==> config.mk <==
export PLATFORM = sky130hd
export DESIGN_NAME = tt_arith_accum
export DESIGN_NICKNAME = d
export VERILOG_FILES = /design/src/rtl/tt_arith_pkg.sv /design/src/rtl/tt_clk_div.sv /design/src/rtl/tt_arith_accum.sv
export SDC_FILE = /design/constraint.sdc
export NUM_CORES = 1
export LEC_CHECK = 0
export CORE_ASPECT_RATIO = 0.6
export CORE_UTILIZATION = 40
export CTS_CLUSTER_SIZE = 12
export DETAILED_ROUTE_END_ITERATION = 10
export PLACE_DENSITY = 0.68
export SYNTH_ARGS = -nofsm -noshare
export SYNTH_HDL_FRONTEND = slang
export SYNTH_SLANG_ARGS = --single-unit
export TNS_END_PERCENT = 30
==> constraint.sdc <==
create_clock -name clk -period 3.18 [get_ports clk]
set_input_delay 0.477 -clock clk [delete_from_list [all_inputs] [get_ports clk]]
set_output_delay 0.477 -clock clk [all_outputs]
set_load 0.01 [all_outputs]
==> src/rtl/tt_arith_pkg.sv <==
// Shared definitions for the arithmetic/accumulator block.
// Holds the operation-mode encodings used by the top and by its users.
// No logic here: constants only.
package tt_arith_pkg;

  localparam logic [1:0] MODE_ADD = 2'b00;  // result = a + b
  localparam logic [1:0] MODE_SUB = 2'b01;  // result = a - b
  localparam logic [1:0] MODE_ACC = 2'b10;  // acc = acc + a
  localparam logic [1:0] MODE_DEC = 2'b11;  // acc = acc - a

endpackage : tt_arith_pkg

==> src/rtl/tt_clk_div.sv <==
// Heartbeat divider: square wave toggling every 2^DIV_LOG2 clocks.
// Latency: first toggle 2^DIV_LOG2 clocks after reset release.
// Backpressure: none, free-running.
module tt_clk_div #(
  parameter int DIV_LOG2 = 0
) (
  input  logic clk,
  input  logic rst,
  output logic tick_out
);

  // Keep at least one counter bit so DIV_LOG2=0 still has a legal vector.
  localparam int CW = (DIV_LOG2 < 1) ? 1 : DIV_LOG2;
  localparam logic [CW-1:0] TERM = CW'((1 << DIV_LOG2) - 1);

  logic [CW-1:0] count;

  // Count up to TERM, then wrap and flip the output.
  always_ff @(posedge clk or posedge rst) begin
    if (rst) begin
      count    <= '0;
      tick_out <= 1'b0;
    end else if (count == TERM) begin
      count    <= '0;
      tick_out <= ~tick_out;
    end else begin
      count    <= count + CW'(1);
    end
  end

endmodule : tt_clk_div

==> src/rtl/tt_arith_accum.sv <==
// Registered add/sub unit with accumulator, saturation, overflow flags and heartbeat.
// Latency: 1 clock from accept to result; full throughput while out_ready is high.
// Backpressure: in_ready = !out_valid || out_ready; a stalled result holds steady.
module tt_arith_accum #(
  parameter int DIV_LOG2 = 0,
  parameter int WIDTH    = 8,
  parameter bit SATURATE = 1'b1
) (
  input  logic             clk,
  input  logic             rst,
  input  logic             in_valid,
  output logic             in_ready,
  input  logic [WIDTH-1:0] a,
  input  logic [WIDTH-1:0] b,
  input  logic [1:0]       mode,
  input  logic             clear,
  output logic             out_valid,
  input  logic             out_ready,
  output logic [WIDTH-1:0] result,
  output logic             ovf,
  output logic             ovf_sticky,
  output logic [WIDTH-1:0] acc,
  output logic             heartbeat
);

  import tt_arith_pkg::*;

  logic             accept;
  logic             consume;
  logic             is_acc;
  logic             is_sub;
  logic [WIDTH-1:0] acc_base;
  logic [WIDTH-1:0] lhs;
  logic [WIDTH-1:0] rhs;
  logic [WIDTH:0]   raw;
  logic             op_ovf;
  logic [WIDTH-1:0] op_res;

  assign in_ready = !out_valid || out_ready;
  assign accept   = in_valid && in_ready;
  assign consume  = out_valid && out_ready;

  // Operand select and WIDTH+1 bit arithmetic; top bit is carry (add) or borrow (sub).
  always_comb begin
    is_acc   = (mode == MODE_ACC) || (mode == MODE_DEC);
    is_sub   = (mode == MODE_SUB) || (mode == MODE_DEC);
    // A same-cycle clear makes the accumulate op start from zero.
    acc_base = clear ? '0 : acc;
    lhs      = is_acc ? acc_base : a;
    rhs      = is_acc ? a : b;
    raw      = is_sub ? ({1'b0, lhs} - {1'b0, rhs}) : ({1'b0, lhs} + {1'b0, rhs});
    op_ovf   = raw[WIDTH];
    op_res   = raw[WIDTH-1:0];
    if (SATURATE && op_ovf) begin
      op_res = is_sub ? '0 : '1;
    end
  end

  // Output register: load on accept, drop valid on a consume with nothing new.
  always_ff @(posedge clk or posedge rst) begin
    if (rst) begin
      result    <= '0;
      ovf       <= 1'b0;
      out_valid <= 1'b0;
    end else if (accept) begin
      result    <= op_res;
      ovf       <= op_ovf;
      out_valid <= 1'b1;
    end else if (consume) begin
      out_valid <= 1'b0;
    end
  end

  // Accumulator and sticky flag; clear only touches these, never the pending output.
  always_ff @(posedge clk or posedge rst) begin
    if (rst) begin
      acc        <= '0;
      ovf_sticky <= 1'b0;
    end else begin
      if (accept && is_acc) begin
        acc <= op_res;
      end else if (clear) begin
        acc <= '0;
      end
      if (accept) begin
        ovf_sticky <= (clear ? 1'b0 : ovf_sticky) | op_ovf;
      end else if (clear) begin
        ovf_sticky <= 1'b0;
      end
    end
  end

  tt_clk_div #(
    .DIV_LOG2 (DIV_LOG2)
  ) u_clk_div (
    .clk      (clk),
    .rst      (rst),
    .tick_out (heartbeat)
  );

endmodule : tt_arith_accum

==> flow_summary.toml <==
[critical_path]
crit_top_cell = "a21o_1"
rr_startpoint = "acc[5]$_DFF_PP0_"
path_max_fanout = 9
required_ns = 3.31
reg2reg_slack_ns = 0.45
worstPathCellList = "clkdlybuf4s50_1 > inv_2 > buf_4 > nand2_1 > xnor2_2 > ha_2 > a21o_1 > a21o_1 > a221oi_4 > xor2_2 > buf_12 > mux2i_4 > o21ai_2"
cp_slowest_cell = "clkdlybuf4s50_1"
cp.buffers_inverters = 4
crit_type = "input port to flip-flop"
slowest_delay_ns = 0.51
reg2reg_to = "acc[3]$_DFF_PP0_"
end_kind = "flip-flop"
crit_family = "buffers and inverters"
critical_path_arrival_ns = 3.22
rr_worst_depth = 10
start_kind = "input port"

[synth]
ys_seq_area_share_pct = 30.42
synth_fp_nets = 215
synth_top_area_cell = "dfrtp_1"
yosys_register_bits = 20
netlist.area_leader.share_pct = 30.42
synthMostInstantiatedCell = "dfrtp_1"
ys_async_sr_fraction_pct = 100.0
synth_edf_count = 0
synth_cell_types = 36
yosys_warnings = 0
postSynthAreaPerCell_um2 = 9.040
synth_common_cells = "dfrtp_1, mux2i_1, nand2_1"
syn_inst = 182
syn_area_um2 = 1645
synth.top_cells.by_area = "dfrtp_1, mux2i_1, ha_1"
ys_dominant_reg_cell = "dfrtp_1"

[sta]
worstMarginPinSlew_ns = 0.7473
setup_viol = 0
clock.fmax_mhz = 323.6
drv_slew = 0
fin_crit_sh_pct = 97.17
slew_headroom_pct = 50.13
period_minus_slack_ns = 3.090
rsz0062_at_grt = "false"
hold_viol_final = 0
fin_ws_ns = 0.09000
fin_skew_ns = 0.008165

[power]
p_sw_share_pct = 35.38
clkPwrFrac_pct = 15.1
power_frac_seq_pct = 26.1
static-leakage-power_nw = 1.228
power.density_nw_per_um2 = 489.6
power.switching_w = 0.0004610
vdd_drop_max_mv = 0.4151
comb_power_share_pct = 58.8
internal_power_w = 0.0008419

[detailed_routing]
dr_wl_met3_um = 223
routed-via-count = 1664
postRouteAntennaNets = 0
vias_per_cell = 5.528
drt-met1-wl_um = 2301
drc = 0
firstDrtPassIters = 4
wl_per_cell_um = 16.58
wl_met2_um = 2405
routed.top_layer = "met4"
drt_iter0_drc = 67
wirelength_um = 4992

[placed_design]
io_buffers = 43
placed_cells = 290
place_hpwl_um = 3593
placed_cell_area_um2 = 2315
routabilityCongestion = 0.8003
place_ws_ns = -0.5949

[worst_hold_path]
whs_endpoint = "u_clk_div.tick_out$_DFF_PP0_"
min_from = "u_clk_div.tick_out$_DFF_PP0_"
hold_path.class = "flip-flop to flip-flop"
whs_path_depth = 1

[job]
cap_violations = 0

[floorplanning]
core_um2 = 3807
ios = 44
placementRows = 17
initial_core_util_pct = 43.21
die_x_um = 84.80
die_height_um = 51.68
dieArea_um2 = 4382

[clock_tree]
cts_inserted_buffers = 3
cts.clk_slew.worst_paths_ns = 0.08
clock_latency_ns = 0.26
cts_tree = "done"
h-tree-depth = 1
clock-root-buffer = "clkbuf_8"
clockBufferDepth = 2
cts_hold_buf = 0
cts.sinks = 20

[layout]
fin_util_pct = 69.90
finalNonFillerCells = 301
drive_gt1_share_pct = 33.07
fin_area_um2 = 2661
area_delta_synth_final_pct = 61.75
n_antenna_cell = 0
nets = 288
fillers = 268

[grt]
grt_pass1_vias = 1582
grt-ovfl-total = 0
grt_antenna_before_repair = 0
track_usage_pct = 22.44
grt_max_degree = 25
grt_first_pass_wirelength_um = 7438

[run_status]
outcome = "complete, no violations"
-- final cells by class --
cell class	count	area [µm²]	share of cell area, %
Sequential cell	20	500.5	18.81
Multi-Input combinational cell	143	1272	47.81
Clock buffer	4	55.05	2.069
Inverter	10	37.54	1.410
Tap cell	47	58.81	2.210
Timing Repair Buffer	77	737.0	27.69
-- flip-flops by register name, summed over array words and instances, names as in the netlist --
name,flops
ovf,1
acc,8
ovf_sticky,1
u_clk_div.tick_out,1
out_valid,1
result,8
-- logic make-up after synthesis --
| kind of cell | after synthesis | synth area share, % |
|---|---|---|
| muxes | 26 | 16.43 |
| adders and majority gates | 10 | 8.061 |
| xor gates and xnor gates | 11 | 6.312 |
| and+or+nand+nor | 55 | 17.57 |
| DFF | 20 | 30.42 |
| buffers and inverters | 19 | 5.322 |
| AOI/OAI and AO/OA | 41 | 15.89 |
-- layer usage --
layer / track usage [%] / vias to the layer above
li1: - / 793
met1: 30.46 / 814
met2: 37.40 / 49
met3: 4.286 / 8
met4: 5.650 / 0
met5: 0 / -
-- power by group through the flow --
stage | clock network [W] | logic [W] | registers, W
after floorplan | 0 | 0.000307 | 0.000369
after global placement | 0 | 0.000583 | 0.000343
after detailed placement | 0 | 0.000602 | 0.000344
after CTS | 0.000195 | 0.000658 | 0.000341
after global routing | 0.000208 | 0.000813 | 0.000347
final | 0.000196 | 0.000766 | 0.000340
-- stage by stage --
stage | power [W] | setup TNS [ns] | hold slack, ns
detailed placement | 0.0009463 | -9.783 | 0.4165
finish | 0.001303 | 0 | 0.4247
CTS | 0.001193 | 0 | 0.4272
global route | 0.001368 | 0 | 0.4494
global placement | 0.0009268 | -8.576 | 0.4037
floorplan | 0.0006763 | -0.7926 | 0.4408
-- placed cells by master (no fill, tap or decap), types with 8 or more instances in the layout --
| cell | netlist | final |
|---|---|---|
| buf_4 | 0 | 31 |
| clkdlybuf4s50_1 | 0 | 32 |
| dfrtp_1 | 20 | 20 |
| inv_1 | 9 | 9 |
| mux2_2 | 8 | 8 |
| mux2i_1 | 18 | 9 |
| nand2_1 | 17 | 17 |
| o21ai_1 | 14 | 10 |
-- worst max path at each step --
stage	startpoint	end	depth (start not counted)
3_5_place_dp	mode[1]	result[3]$_DFFE_PP0P_	14
2_1_floorplan	mode[1]	acc[5]$_DFF_PP0_	15
5_1_grt	a[4]	result[3]$_DFFE_PP0P_	13
3_3_place_gp	mode[1]	result[1]$_DFFE_PP0P_	13
6_report	mode[0]	acc[3]$_DFF_PP0_	13
4_1_cts	b[2]	result[6]$_DFFE_PP0P_	13
-- what timing repair did --
action | CTS | global route
buffers inserted | 2 | 4
cloned | 1 | 0
resized for setup | 19 | 40
pin swaps | 10 | 14
endpoints found under the setup margin | 18 | 18
Power figures use the tool's default switching activity.
